<file path="src/rtl/char_jump_sequencer.sv">
// Player sprite motion sequencer: run / crouch / airborne / land phases with a per-frame gravity integrator.
// Define JUMP_BUFFER_EN to remember a jump press made while falling or landing and replay it on return to RUN.
module char_jump_sequencer #(
    parameter int RUN_DIV       = 10000000,
    parameter int RUN_FRAMES    = 6,
    parameter int CROUCH_FRAMES = 5,
    parameter int LAND_FRAMES   = 5,
    parameter int V0            = 22,
    parameter int GRAV          = 1
) (
    input  logic        clock,
    input  logic        reset,
    input  logic [11:0] display_col,
    input  logic [10:0] display_row,
    input  logic        jump_key,
    output logic [8:0]  y_offset,
    output logic        anim_sel,
    output logic [2:0]  anim_frame,
    output logic        airborne,
    output logic        busy
);
    typedef enum logic [1:0] {RUN, CROUCH, AIR, LAND} state_t;

    localparam int RUN_W = (RUN_DIV > 1) ? $clog2(RUN_DIV) : 1;

    state_t             state;
    state_t             state_nx;
    logic [RUN_W-1:0]   run_cnt;
    logic [2:0]         run_frame;
    logic [7:0]         crouch_cnt;
    logic [7:0]         crouch_nx;
    logic [7:0]         land_cnt;
    logic [7:0]         land_nx;
    logic signed [10:0] vel;
    logic signed [10:0] vel_nx;
    logic signed [10:0] next_y;
    logic [8:0]         y_nx;
    logic               sel_nx;
    logic [2:0]         frame_nx;
    logic               air_nx;
    logic               busy_nx;
    logic               pix_origin;
    logic               pix_origin_d;
    logic               frame_tick;
    logic               jump_pending;

    // The origin pixel may last several clocks; only its first clock counts as the frame tick.
    assign pix_origin = (display_col == 12'd0) && (display_row == 11'd0);
    assign frame_tick = pix_origin && !pix_origin_d;

    always_ff @(posedge clock or posedge reset) begin
        if (reset) begin
            pix_origin_d <= 1'b0;
        end else begin
            pix_origin_d <= pix_origin;
        end
    end

    always_ff @(posedge clock or posedge reset) begin
        if (reset) begin
            run_cnt   <= '0;
            run_frame <= 3'd0;
        end else if (run_cnt == RUN_W'(RUN_DIV - 1)) begin
            run_cnt   <= '0;
            run_frame <= (run_frame == 3'(RUN_FRAMES - 1)) ? 3'd0 : run_frame + 3'd1;
        end else begin
            run_cnt <= run_cnt + 1'b1;
        end
    end

    always_comb begin
        state_nx  = state;
        y_nx      = y_offset;
        vel_nx    = vel;
        crouch_nx = crouch_cnt;
        land_nx   = land_cnt;
        next_y    = $signed({2'b00, y_offset}) + vel;
        case (state)
            RUN: begin
                if (jump_key || jump_pending) begin
                    state_nx  = CROUCH;
                    crouch_nx = 8'd0;
                end
            end
            CROUCH: begin
                if (crouch_cnt == 8'(CROUCH_FRAMES - 1)) begin
                    state_nx = AIR;
                    y_nx     = 9'd0;
                    vel_nx   = 11'(V0);
                end else begin
                    crouch_nx = crouch_cnt + 8'd1;
                end
            end
            AIR: begin
                // Touchdown clamps to the ground instead of letting the sum go negative.
                if ((vel < 11'sd0) && (next_y <= 11'sd0)) begin
                    state_nx = LAND;
                    y_nx     = 9'd0;
                    land_nx  = 8'd0;
                end else begin
                    y_nx   = next_y[8:0];
                    vel_nx = vel - $signed(11'(GRAV));
                end
            end
            default: begin
                if (land_cnt == 8'(LAND_FRAMES - 1)) begin
                    state_nx = RUN;
                end else begin
                    land_nx = land_cnt + 8'd1;
                end
            end
        endcase

        sel_nx   = 1'b1;
        frame_nx = run_frame;
        air_nx   = (state_nx == AIR);
        busy_nx  = (state_nx != RUN);
        case (state_nx)
            RUN:     sel_nx = 1'b0;
            CROUCH:  frame_nx = (crouch_nx < 8'(CROUCH_FRAMES / 2)) ? 3'd1 : 3'd2;
            AIR:     frame_nx = (vel_nx > 11'sd0) ? 3'd3 : 3'd4;
            default: frame_nx = (land_nx == 8'(LAND_FRAMES - 1)) ? 3'd7 : 3'd6;
        endcase
    end

`ifdef JUMP_BUFFER_EN
    logic jump_key_d;

    // Presses made while descending or landing are held until the next RUN tick consumes them.
    always_ff @(posedge clock or posedge reset) begin
        if (reset) begin
            jump_key_d   <= 1'b0;
            jump_pending <= 1'b0;
        end else begin
            jump_key_d <= jump_key;
            if (frame_tick && (state == RUN) && (state_nx == CROUCH)) begin
                jump_pending <= 1'b0;
            end else if (jump_key && !jump_key_d &&
                         (((state == AIR) && (vel <= 11'sd0)) || (state == LAND))) begin
                jump_pending <= 1'b1;
            end
        end
    end
`else
    assign jump_pending = 1'b0;
`endif

    // Everything the renderer sees changes only on the frame tick, so a frame never tears.
    always_ff @(posedge clock or posedge reset) begin
        if (reset) begin
            state      <= RUN;
            y_offset   <= 9'd0;
            vel        <= 11'sd0;
            crouch_cnt <= 8'd0;
            land_cnt   <= 8'd0;
            anim_sel   <= 1'b0;
            anim_frame <= 3'd0;
            airborne   <= 1'b0;
            busy       <= 1'b0;
        end else if (frame_tick) begin
            state      <= state_nx;
            y_offset   <= y_nx;
            vel        <= vel_nx;
            crouch_cnt <= crouch_nx;
            land_cnt   <= land_nx;
            anim_sel   <= sel_nx;
            anim_frame <= frame_nx;
            airborne   <= air_nx;
            busy       <= busy_nx;
        end
    end
endmodule

</file>
<file path="config.mk">
export PLATFORM = sky130hd
export DESIGN_NAME = char_jump_sequencer
export DESIGN_NICKNAME = d
export VERILOG_FILES = /design/src/rtl/char_jump_sequencer.sv
export SDC_FILE = /design/constraint.sdc
export NUM_CORES = 1
export LEC_CHECK = 0
export ABC_CLOCK_PERIOD_IN_PS = 3200
export CAP_MARGIN = 20
export CORE_MARGIN = 1
export CORE_UTILIZATION = 53
export DETAILED_ROUTE_END_ITERATION = 6
export PLACE_DENSITY = 0.77
export SLEW_MARGIN = 40
export SYNTH_ARGS = -nofsm -noshare
export SYNTH_HDL_FRONTEND = slang
export SYNTH_SLANG_ARGS = --single-unit
</file>
<file path="constraint.sdc">
create_clock -name clock -period 3.2 [get_ports clock]
set_clock_uncertainty 0.1 [all_clocks]
set_input_delay 0.96 -clock clock [delete_from_list [all_inputs] [get_ports clock]]
set_output_delay 0.96 -clock clock [all_outputs]
set_load 0.02 [all_outputs]
</file>
## After elaboration in Yosys (flattened, before gate mapping)

Index checks and enable logic that the tools add are counted.
W data, S select, Z words.

| storage, ports and cells | value |
|---|---|
| bits in registers | 72 |
| output and inout bits | 15 |

| operators by class | value |
|---|---|
| $lt $le $gt $ge | 4 |
| reduce and logical (&&, ||, !) cells | 12 |
| equal/unequal tests | 10 |
| muxes and demuxes | 24 |
| add/sub/neg operators | 6 |

Operators by type and width:

| operator | number |
|---|---|
| $mux W8 | 4 |
| $pmux W8 S2 | 2 |
| $add A24 B1 Y24 const B | 1 |
| $eq A24 B24 Y1 const B | 1 |
| $eq A8 B3 Y1 const B | 3 |
| $mux W24 | 1 |
| $mux W11 | 2 |
| $pmux W11 S2 | 1 |
| $mux W9 | 2 |
| $pmux W9 S2 | 1 |
| $add A8 B1 Y8 const B | 2 |
| $logic_not A12 Y1 | 1 |
| $add A10 B11 Y11 | 1 |
| $gt A11 B1 Y1 const B | 1 |
| $le A11 B1 Y1 const B | 1 |
| $logic_not A11 Y1 | 1 |
| $lt A11 B1 Y1 const B | 1 |
| $sub A11 B2 Y11 const B | 1 |
| $mux W2 | 5 |
| $pmux W3 S3 | 1 |
| $lt A8 B2 Y1 const B | 1 |
| $mux W3 | 2 |
| $pmux W2 S3 | 1 |
| $eq A2 B1 Y1 const B | 2 |
| other kinds (11) | 17 |

## Logic depth before layout (Yosys ltp)

Gate-level depths: netlist of run 1.

| logic depth | value |
|---|---|
| word-level depth | 8 |
| mapped depth | 15 |
| depth with buffers taken out | 13 |

## Worst setup path after synthesis of run 1

No wires, ideal clock.

| path | value |
|---|---|
| path kind | flip-flop to flip-flop |
| start | register y_offset[0] |
| end | register anim_frame[1] |
| setup time | 0.121 ns |
| cell stages (with the launch flop) | 15 |
| arrival | 3.397 ns |
| setup slack | -0.418 ns |
| cell sequence | dfrtp_1 ha_1 inv_1 fa_1 nor2b_1 o21ai_1 a21o_1 a2111o_1 o41ai_2 buf_4 nor4_1 a311o_1 nor4_4 a2111oi_2 o22a_1 |

| between the ends | value |
|---|---|
| word-level cells in the longest chain between the ends | 8 |

Ends and longest elaborated chain:

| item | line | text |
|---|---|---|
| start, declared | 16 | `output logic [8:0] y_offset,` |
| start signal, assigned | 162 | `y_offset <= y_nx;` |
| $add A10 B11 Y11 (*) | 77 | `next_y = $signed({2'b00, y_offset}) + vel;` |
| $le A11 B1 Y1 (*) | 96 | `if ((vel < 11'sd0) && (next_y <= 11'sd0)) begin` |
| $logic_and A1 B1 Y1 (*) | 96 |  |
| $mux W11 | 96 |  |
| $pmux W11 S2 | 78 | `case (state)` |
| $gt A11 B1 Y1 | 121 | `AIR: frame_nx = (vel_nx > 11'sd0) ? 3'd3 : 3'd4;` |
| $mux W3 | 121 |  |
| $pmux W3 S3 (*) | 118 | `case (state_nx)` |
| end signal, assigned | 167 | `anim_frame <= frame_nx;` |
| end, declared | 18 | `output logic [2:0] anim_frame,` |

Mark *: on every way between the ends. The rest lies on a longest branch, timed or not.
A chain may end at the register's enable or synchronous reset.

## Worst setup path in the final report of run 1

| path | value |
|---|---|
| start | register vel[0] |
| end | register anim_frame[0] |

| between the ends | value |
|---|---|
| word-level cells in the longest chain between the ends | 8 |

Ends and longest elaborated chain:

| item | line | text |
|---|---|---|
| start, declared | 34 | `logic signed [10:0] vel;` |
| start signal, assigned | 163 | `vel <= vel_nx;` |
| $add A10 B11 Y11 | 77 |  |
| $le A11 B1 Y1 | 96 |  |
| $logic_and A1 B1 Y1 | 96 |  |
| $mux W11 or $mux W8 (tied branches) | 96 |  |
| $pmux W11 S2 or $pmux W8 S2 (tied branches) | 78 |  |
| $gt A11 B1 Y1 or $eq A8 B3 Y1 (tied branches) | 121, 122 |  |
| $mux W3 or $mux W1 (tied branches) | 121, 122 |  |
| $pmux W3 S3 (*) | 118 |  |

Marked as above.

==> run metrics, run 1 <==
Sw Ratio 26.3%; max incr delay on CP 0.43 ns; Area contributors post-synth dfrtp_1 37%, nand2_1 5.6%, ha_1 5.0%; leading area contributor after synthesis dfrtp_1; worst path required time 3.34 ns; fmax 275 MHz; status complete, but fails checks; Slew Limit Fails 0; VDD IR max 405 uV; largest net degree at the start of global routing 42; leakage power total 2.76 nW; number of diodes 0; unique cell type count in the Yosys netlist 69; CTS root buf clkbuf_8; drt drc 0; part of the power in the clock network 42.3%; Commonest cells post-synth 71 x dfrtp_1, 71 x nand2_1, 41 x nor2_1, 33 x o21ai_0, 28 x nand3_1; WHS 0.373 ns; critical path peak fanout 5; DR vias/cell 6.21; Max Cap Viol 0; register area share after synthesis 37.1%; detailed placer's ending HPWL 9.35 mm; post-synthesis net count 607; failing checks setup timing; row cnt 34; final worst setup slack -0.434 ns; Critical R2R Launch vel[0]$_DFFE_PP0P_; drt pass-1 iters 5; Crit-path slowest cell dfrtp_1; Tmin final 3.63 ns; FF-to-FF setup slack -0.43 ns; Core ar. 8720 um^2; GRT overflow 0; die area 9430 um^2; fin util 71.3%; height of the die 97.1 um; WS Path Type reg -> reg; design area 6220 um^2; Startpoint Class register; combinational cell fraction of total power 4.2%; vias after detailed routing 4,834; global-route wire length before repair 21.2 mm; RSZ-0062 raised after global routing yes; Post-synth EDFFs 0; cts bufs inserted 9; Synth top area share 37.1%; initial antenna violation count 0; Rel. slew slack 58.8%; Hold Vio Cnt, Final 0; final WL 13.5 mm; Max Root-Sink Buffers 2; PwrDens 269 nW/um^2; r2r worst-path depth 14; Critical Path AT 3.77 ns; register bit total from synthesis 71; CP Depth 14; Synth Instances 561; GRT Overall Usage 27.4%; crit path launch vel[0]$_DFFE_PP0P_; Async SR Flop Fraction 100%; htree depth 3; slew at the pin closest to its max-slew limit 0.617 ns; CTS tree built; top_reg_cell synth dfrtp_1; Internal 1.23 mW; delay-heaviest family, CP compound AO/OA/AOI/OAI gates; Clock Latency Late Sink 0.35 ns; number of buffers and inverters on the critical path 2; RD Place Congestion 0.926; number of fill cells 661; period utilisation layout 114%; hold_buf cts 0; Avg Cell Area, Syn 8.55 um^2; DRT iter0 DRCs 375; Port Buf Inserts 40; routed len/inst 17.3 um; vias in the first global route 4,532; Netlist Area Pre-Place 4790 um^2; Ports 41; Starting Density 55.0%; chip width 97.1 um; post-route antenna net violation count 0; Clock transition at path regs 0.09 ns; endpoints failing setup 15; nets 712; crit end category register; Reg2Reg Capture Point anim_frame[0]$_DFFE_PP0P_; Reg power frac 53.6%; Net Sw Power 0.440 mW; Area Overhead vs Synth 29.7%; Ys Warns 0; Post-Place Cell Area 5770 um^2; worst-path cell chain ha_4 -> inv_2 -> fa_2 -> nor2b_4 -> o21ai_2 -> a21o_1 -> a2111o_1 -> o41ai_4 -> buf_6 -> mux2i_1 -> or3_4 -> nor3_4 -> a2111oi_4 -> o22a_1; worst hold path type reg -> reg; # clock sinks 71; end of the critical path anim_frame[0]$_DFFE_PP0P_; layout cells sized above 1 22.2%
[power by group through the flow]
stage	sequential (mW)	clock, mW	combinational [mW]
3_3_place_gp	0.914	0	0.0646
6_report	0.896	0.707	0.0696
2_1_floorplan	0.914	0	0.0205
5_1_grt	0.896	0.749	0.0762
3_5_place_dp	0.914	0	0.0664
4_1_cts	0.896	0.715	0.0668
[through the flow]
stage                     power (mW)  worst slack (ns)  instances  setup TNS, ns
after floorplan                0.935            -0.147        561         -0.275
after global placement         0.979            -0.196        752         -0.486
after detailed placement       0.981            -0.341        752          -1.54
after CTS                       1.68            -0.334        772          -1.02
after global routing            1.72            -0.520        779          -3.66
final                           1.67            -0.434        779          -2.04
[area by class of cell]
class,instances,area (um^2),area share [%]
multi-input cells,440,3010,48.4
clock inverters,7,63.8,1.03
repair buffers,119,1010,16.3
clock buffers,9,124,1.99
inverters,25,93.8,1.51
flip-flops and latches,71,1780,28.6
well taps,108,135,2.17
[worst min path at each step]
stage,depth (start not counted),end,slack [ns],start
3_5_place_dp,1,run_cnt[4]$_DFF_PP0_,0.36,run_cnt[4]$_DFF_PP0_
5_1_grt,1,run_cnt[4]$_DFF_PP0_,0.42,run_cnt[4]$_DFF_PP0_
2_1_floorplan,1,run_cnt[4]$_DFF_PP0_,0.34,run_cnt[4]$_DFF_PP0_
6_report,1,run_cnt[4]$_DFF_PP0_,0.37,run_cnt[4]$_DFF_PP0_
3_3_place_gp,1,run_cnt[4]$_DFF_PP0_,0.36,run_cnt[4]$_DFF_PP0_
4_1_cts,1,run_cnt[4]$_DFF_PP0_,0.37,run_cnt[4]$_DFF_PP0_
[layout by cell type (no fill, tap or decap), types with 3 or more instances in the layout]
master           instances
nor4_1                  12
or2_2                    6
clkbuf_8                 9
o22ai_1                  5
a22o_1                  16
nor3_1                  16
and3_1                   7
dfrtp_1                 69
or3_1                   10
o21ai_1                  7
a21oi_2                  4
a21o_1                   9
a31oi_1                  5
and2_1                   5
nand2b_1                 5
nand2_2                  3
nand4_1                 11
clkdlybuf4s50_1         40
ha_1                    18
xnor2_1                 17
o211ai_1                 3
nand2_1                 68
o21ai_2                  3
inv_1                   23
o31ai_1                  5
a21oi_1                 19
nand3_1                 27
o21ai_0                 29
o22a_1                   3
mux2_4                   3
buf_6                    3
xor2_1                  15
buf_4                   74
nor2_1                  39
[flip-flops by register name (all words and copies together) (netlist names)]
| register | cells |
|---|---|
| land_cnt | 8 |
| run_frame | 3 |
| pix_origin_d | 1 |
| y_offset | 9 |
| vel | 11 |
| crouch_cnt | 8 |
| anim_frame | 3 |
| airborne | 1 |
| run_cnt | 24 |
| anim_sel | 1 |
| state | 2 |
[routing by layer]
metal / GRT usage [%] / wire (um)
met5: 0 / 0
met4: 9.87 / 319
met3: 4.32 / 724
met2: 45.3 / 6670
met1: 36.5 / 5760
[logic make-up (layout without fill, tap and decap cells)]
logic type,count (synthesis),after routing,share of synthesized area (%)
xor+xnor,32,32,5.85
fa+ha+maj,20,20,5.38
compound gates,142,142,20.7
mux,7,7,1.59
simple gates,239,239,25.3
flops,71,71,37.1
buf+inv,50,160,4.20
[repair_timing]
action                     CTS  global route
buffers inserted             2             7
setup endpoints to repair   14            30
pin swaps                    3            10
resized for setup           15            31
gates cloned                 2             0
Power figures use the tool's default switching activity.
==> run 2, diff against run 1 <==
Settings changed: SKIP_LAST_GASP from default to 1.
==> run 2 against run 1 <==
- the flow still finishes with violations (setup timing)
- flip-flop and latch count stayed put
- hold slack better by 0.00062 ns
- core utilization is 0.34 points lower
- global-route usage stayed put
- clock power hardly changed
- combinational power hardly changed
- register-to-register slack better by 0.02 ns
- worst setup slack better by 0.024 ns
- sequential power hardly changed
- count of clock-buffer cells in the layout stayed put
==> run metrics, run 2 (synthesized netlist as in run 1, its figures left out) <==
status complete, but fails checks; failing checks setup timing; Rel. slew slack 59.4%; Hold Vio Cnt, Final 0; worst hold path type reg -> reg; CTS root buf clkbuf_8; DRT iter0 DRCs 388; RSZ-0062 raised after global routing yes; Max Cap Viol 0; hold path depth 1; crit path launch vel[0]$_DFFE_PP0P_; Ports 41; largest register by flop count run_cnt; final WL 13.4 mm; worst path required time 3.34 ns; height of the die 97.1 um; Reg2Reg Capture Point anim_frame[0]$_DFFE_PP0P_; global-route wire length before repair 21.2 mm; CTS tree built; Post-Place Cell Area 5770 um^2; Core ar. 8720 um^2; Slew Limit Fails 0; final worst setup slack -0.411 ns; htree depth 3; endpoints failing setup 14; Critical Path AT 3.75 ns; VDD IR max 404 uV; Starting Density 55.0%; crit end category register; Clock Latency Late Sink 0.36 ns; Critical R2R Launch vel[0]$_DFFE_PP0P_; chip width 97.1 um; drt drc 0; GRT Overall Usage 27.4%; initial antenna violation count 0; Clock transition at path regs 0.09 ns; hold_buf cts 0; Area Overhead vs Synth 29.1%; Tmin final 3.61 ns; fmax 277 MHz; routed len/inst 17.1 um; cts bufs inserted 9; DR vias/cell 6.13; critical path peak fanout 5; most frequent cells in the layout 75 x buf_4, 70 x nand2_1, 69 x dfrtp_1; period utilisation layout 113%; drt pass-1 iters 5; Largest regs run_cnt (24), vel (11), y_offset (9); leakage power total 2.75 nW; FF-to-FF setup slack -0.41 ns; row cnt 34; vias after detailed routing 4,777; number of diodes 0; largest net degree at the start of global routing 42; # clock sinks 71; Startpoint Class register; nets 712; end of the critical path anim_frame[0]$_DFFE_PP0P_; PwrDens 270 nW/um^2; detailed placer's ending HPWL 9.35 mm; commonest non-fill, non-tap cell in the layout buf_4; Largest register FFs 24; Max Root-Sink Buffers 2; die area 9430 um^2; vias in the first global route 4,532; Port Buf Inserts 40; layout cells sized above 1 21.5%; design area 6190 um^2; slew at the pin closest to its max-slew limit 0.609 ns; GRT overflow 0; RD Place Congestion 0.926; WS Path Type reg -> reg; Total Power 1.67 mW; post-route antenna net violation count 0; r2r worst-path depth 14
[run 2: power by group]
group | leakage, nW | switching [mW] | internal (mW)
clock network | 0.0903 | 0.408 | 0.299
registers | 0.959 | 0.000000970 | 0.896
logic | 1.70 | 0.0315 | 0.0378
[run 2: worst max-delay path: stages, from the launching register on]
cell	delay (ns)
dfrtp_1	0.43
ha_4	0.16
inv_2	0.03
fa_2	0.37
nor2b_4	0.14
o21ai_2	0.08
a21o_1	0.19
a2111o_1	0.42
o41ai_4	0.32
buf_6	0.21
nor4_4	0.06
a311o_1	0.33
nor4_4	0.31
a2111oi_4	0.13
o22a_1	0.21
[run 2: area by class of cell]
class                   instances  area (um^2)
well taps                     108          135
multi-input cells             440         2980
clock buffers                   9          124
flip-flops and latches         71         1780
clock inverters                 7         63.8
fillers                       664         2530
inverters                      25         93.8
repair buffers                119         1010
[run 2: what timing repair did]
action | CTS | global route
resized for setup | 15 | 22
setup buffers | 2 | 7
setup endpoints to repair | 14 | 30
endpoints found under the hold margin | 0 | 0
cloned | 2 | 0
pin swaps | 3 | 9
[run 2: per-stage QoR]
stage               setup TNS (ns)  utilization (%)  setup WS (ns)  cells  hold WS [ns]
finish                       -1.95             71.0         -0.411    779         0.374
global route                 -3.58             71.0         -0.494    779         0.418
CTS                          -1.02             69.3         -0.334    772         0.374
detailed placement           -1.54             66.1         -0.341    752         0.358
global placement            -0.486             66.1         -0.196    752         0.357
floorplan                   -0.275                -         -0.147    561         0.339
[run 2: metal layers]
| layer | part of all wire, % | track usage (%) | up-vias |
|---|---|---|---|
| li1 | - | - | 2250 |
| met5 | 0 | 0 | - |
| met3 | 4.8 | 4.32 | 24 |
| met1 | 43 | 36.5 | 2353 |
| met2 | 50 | 45.3 | 150 |
| met4 | 2.0 | 9.87 | 0 |
[run 2: worst min path at each step]
| stage | start | end |
|---|---|---|
| global route | run_cnt[4]$_DFF_PP0_ | run_cnt[4]$_DFF_PP0_ |
| finish | run_cnt[4]$_DFF_PP0_ | run_cnt[4]$_DFF_PP0_ |
| CTS | run_cnt[4]$_DFF_PP0_ | run_cnt[4]$_DFF_PP0_ |
| floorplan | run_cnt[4]$_DFF_PP0_ | run_cnt[4]$_DFF_PP0_ |
| global placement | run_cnt[4]$_DFF_PP0_ | run_cnt[4]$_DFF_PP0_ |
| detailed placement | run_cnt[4]$_DFF_PP0_ | run_cnt[4]$_DFF_PP0_ |
==> run 3, diff against run 2 <==
--- a/config.mk
+++ b/config.mk
@@ -11,5 +11,5 @@
 export CORE_UTILIZATION = 53
 export DETAILED_ROUTE_END_ITERATION = 6
-export PLACE_DENSITY = 0.77
+export PLACE_DENSITY_LB_ADDON = 0.15
 export SKIP_LAST_GASP = 1
 export SLEW_MARGIN = 40
==> constraint.sdc (replaced) <==
create_clock -name clock -period 3.2 [get_ports clock]
set_clock_uncertainty 0.1 [all_clocks]
set_input_delay 0.48 -clock clock [delete_from_list [all_inputs] [get_ports clock]]
set_output_delay 0.48 -clock clock [all_outputs]
set_load 0.02 [all_outputs]
==> run 3 against run 2 <==
- the flow still finishes with violations (setup timing)
- via count down 5.5%
- sequential power about the same
- global-route usage fell by 0.91 points
- maximum frequency increased by 4.5%
- register-to-register slack gained 0.16 ns
- cell count decreased by 1.7%
- worst setup slack better by 0.16 ns
- total power is 1.8% higher
- largest cell class unchanged
==> run metrics, run 3 (synthesized netlist as in run 1, its figures left out) <==
failing checks setup timing; nets 699; critical path peak fanout 5; r2r worst-path depth 14; Core ar. 8720 um^2; Fin Setup TNS -0.867 ns; drt pass-1 iters 6; Max Cap Viol 0; endpoints failing setup 5; PwrDens 281 nW/um^2; largest net degree at the start of global routing 35; initial antenna violation count 0; height of the die 97.1 um; leakage power total 2.69 nW; part of the power in the clock network 43.6%; chip width 97.1 um; status complete, but fails checks; cts bufs inserted 9; RSZ-0062 raised after global routing yes; number of diodes 0; Ports 41; DR vias/cell 5.90; Critical Path AT 3.59 ns; Reg2Reg Capture Point anim_frame[0]$_DFFE_PP0P_; commonest non-fill, non-tap cell in the layout nand2_1; VDD IR max 224 uV; layout cells sized above 1 18.7%; detailed placer's ending HPWL 8.74 mm; # clock sinks 71; Sw Ratio 23.7%; Startpoint Class register; Port Buf Inserts 40; WHS 0.374 ns; drt drc 0; GRT overflow 0; DRT iter0 DRCs 261; row cnt 34; dpl ws -0.247 ns; final worst setup slack -0.254 ns; Clock Latency Late Sink 0.35 ns; RD Place Congestion 0.881; routed len/inst 15.5 um; Net Sw Power 0.403 mW; Hold Vio Cnt, Final 0; combinational cell fraction of total power 3.7%; slew at the pin closest to its max-slew limit 0.632 ns; hold path depth 1; Post-Place Cell Area 5710 um^2; Clock transition at path regs 0.08 ns; fmax 289 MHz; design area 6060 um^2; period utilisation layout 108%; WS Path Type reg -> reg; worst path required time 3.34 ns; CTS root buf clkbuf_8; most frequent cells in the layout 71 x nand2_1, 69 x dfrtp_1, 61 x buf_4; vias after detailed routing 4,516; die area 9430 um^2; fin util 69.5%; final WL 11.9 mm; Tmin final 3.45 ns; Rel. slew slack 57.9%; vias in the first global route 4,361; worst hold path type reg -> reg; CTS tree built; Reg power frac 52.7%; largest register by flop count run_cnt; FF-to-FF setup slack -0.25 ns; htree depth 3; Slew Limit Fails 0; Internal 1.30 mW; number of fill cells 672; Max Root-Sink Buffers 2; Area Overhead vs Synth 26.4%; Hold EP run_cnt[4]$_DFF_PP0_; Critical R2R Launch vel[0]$_DFFE_PP0P_; GRT Overall Usage 26.5%; Largest regs run_cnt (24), vel (11), y_offset (9); global-route wire length before repair 20.5 mm; Largest register FFs 24; crit end category register; post-route antenna net violation count 0; hold path start run_cnt[4]$_DFF_PP0_; Starting Density 55.0%
==> run 3: changes by cell type in the layout (fill, tap and decap cells not counted), sizes merged <==
| cell | before | now |
|---|---|---|
| bufinv | 0 | 1 |
| inv | 29 | 27 |
| buf | 79 | 66 |
| clkinv | 1 | 2 |
==> run 3: worst max path at each step <==
| stage | from | end | slack (ns) | depth (start not counted) |
|---|---|---|---|---|
| 2_1_floorplan | y_offset[0]$_DFFE_PP0P_ | anim_frame[0]$_DFFE_PP0P_ | -0.15 | 14 |
| 3_3_place_gp | vel[0]$_DFFE_PP0P_ | anim_frame[0]$_DFFE_PP0P_ | -0.21 | 14 |
| 3_5_place_dp | vel[0]$_DFFE_PP0P_ | anim_frame[0]$_DFFE_PP0P_ | -0.25 | 14 |
| 4_1_cts | vel[0]$_DFFE_PP0P_ | anim_frame[0]$_DFFE_PP0P_ | -0.26 | 14 |
| 5_1_grt | vel[0]$_DFFE_PP0P_ | anim_frame[0]$_DFFE_PP0P_ | -0.40 | 14 |
| 6_report | vel[0]$_DFFE_PP0P_ | anim_frame[0]$_DFFE_PP0P_ | -0.25 | 14 |
==> run 3: critical path, stage by stage (launching register included) <==
cell and delay (ns):
dfrtp_1 0.40, ha_4 0.15, inv_2 0.03, fa_2 0.36, nor2b_4 0.15, o21ai_4 0.07, a21o_1 0.19, a2111o_1 0.41
o41ai_4 0.28, buf_4 0.21, mux2i_1 0.08, or3_4 0.38, nor3_2 0.22, a2111oi_2 0.11, o22a_1 0.19
==> run 3: per-stage QoR <==
step                      instances  power, mW
after floorplan                 561      0.935
after global placement          743      0.978
after detailed placement        743      0.979
after CTS                       762       1.72
after global routing            766       1.77
final                           766       1.70
==> run 3: power groups by stage <==
stage / clock network (mW) / registers (mW) / logic [mW]
after floorplan: 0 / 0.914 / 0.0205
after global placement: 0 / 0.914 / 0.0634
after detailed placement: 0 / 0.914 / 0.0644
after CTS: 0.762 / 0.896 / 0.0645
after global routing: 0.804 / 0.896 / 0.0709
final: 0.743 / 0.896 / 0.0629
==> run 3: area by class of cell <==
| class | instances | area, um^2 | share of cell area, % |
|---|---|---|---|
| multi-input combinational | 440 | 2930 | 48.3 |
| sequential | 71 | 1780 | 29.4 |
| timing repair buffer | 106 | 920 | 15.2 |
| tap | 108 | 135 | 2.23 |
| clock buffer | 9 | 124 | 2.04 |
| inverter | 25 | 93.8 | 1.55 |
| clock inverter | 7 | 80.1 | 1.32 |
==> run 3: metal layers <==
layer / up-vias / routed length (um) / global-route usage, % / share of wire, %
met2: 107 / 5740 / 43.5 / 48
met1: 2173 / 5550 / 36.4 / 47
met4: 0 / 148 / 8.27 / 1.2
met3: 18 / 424 / 3.60 / 3.6
li1: 2218 / - / - / -
met5: - / 0 / 0 / 0
==> run 3: timing repair <==
item / in CTS / in global routing
resized for setup: 7 / 14
hold buffers: 0 / 0
setup endpoints to repair: 11 / 28
setup buffers: 1 / 5
pin swaps: 1 / 6
gates cloned: 2 / 0
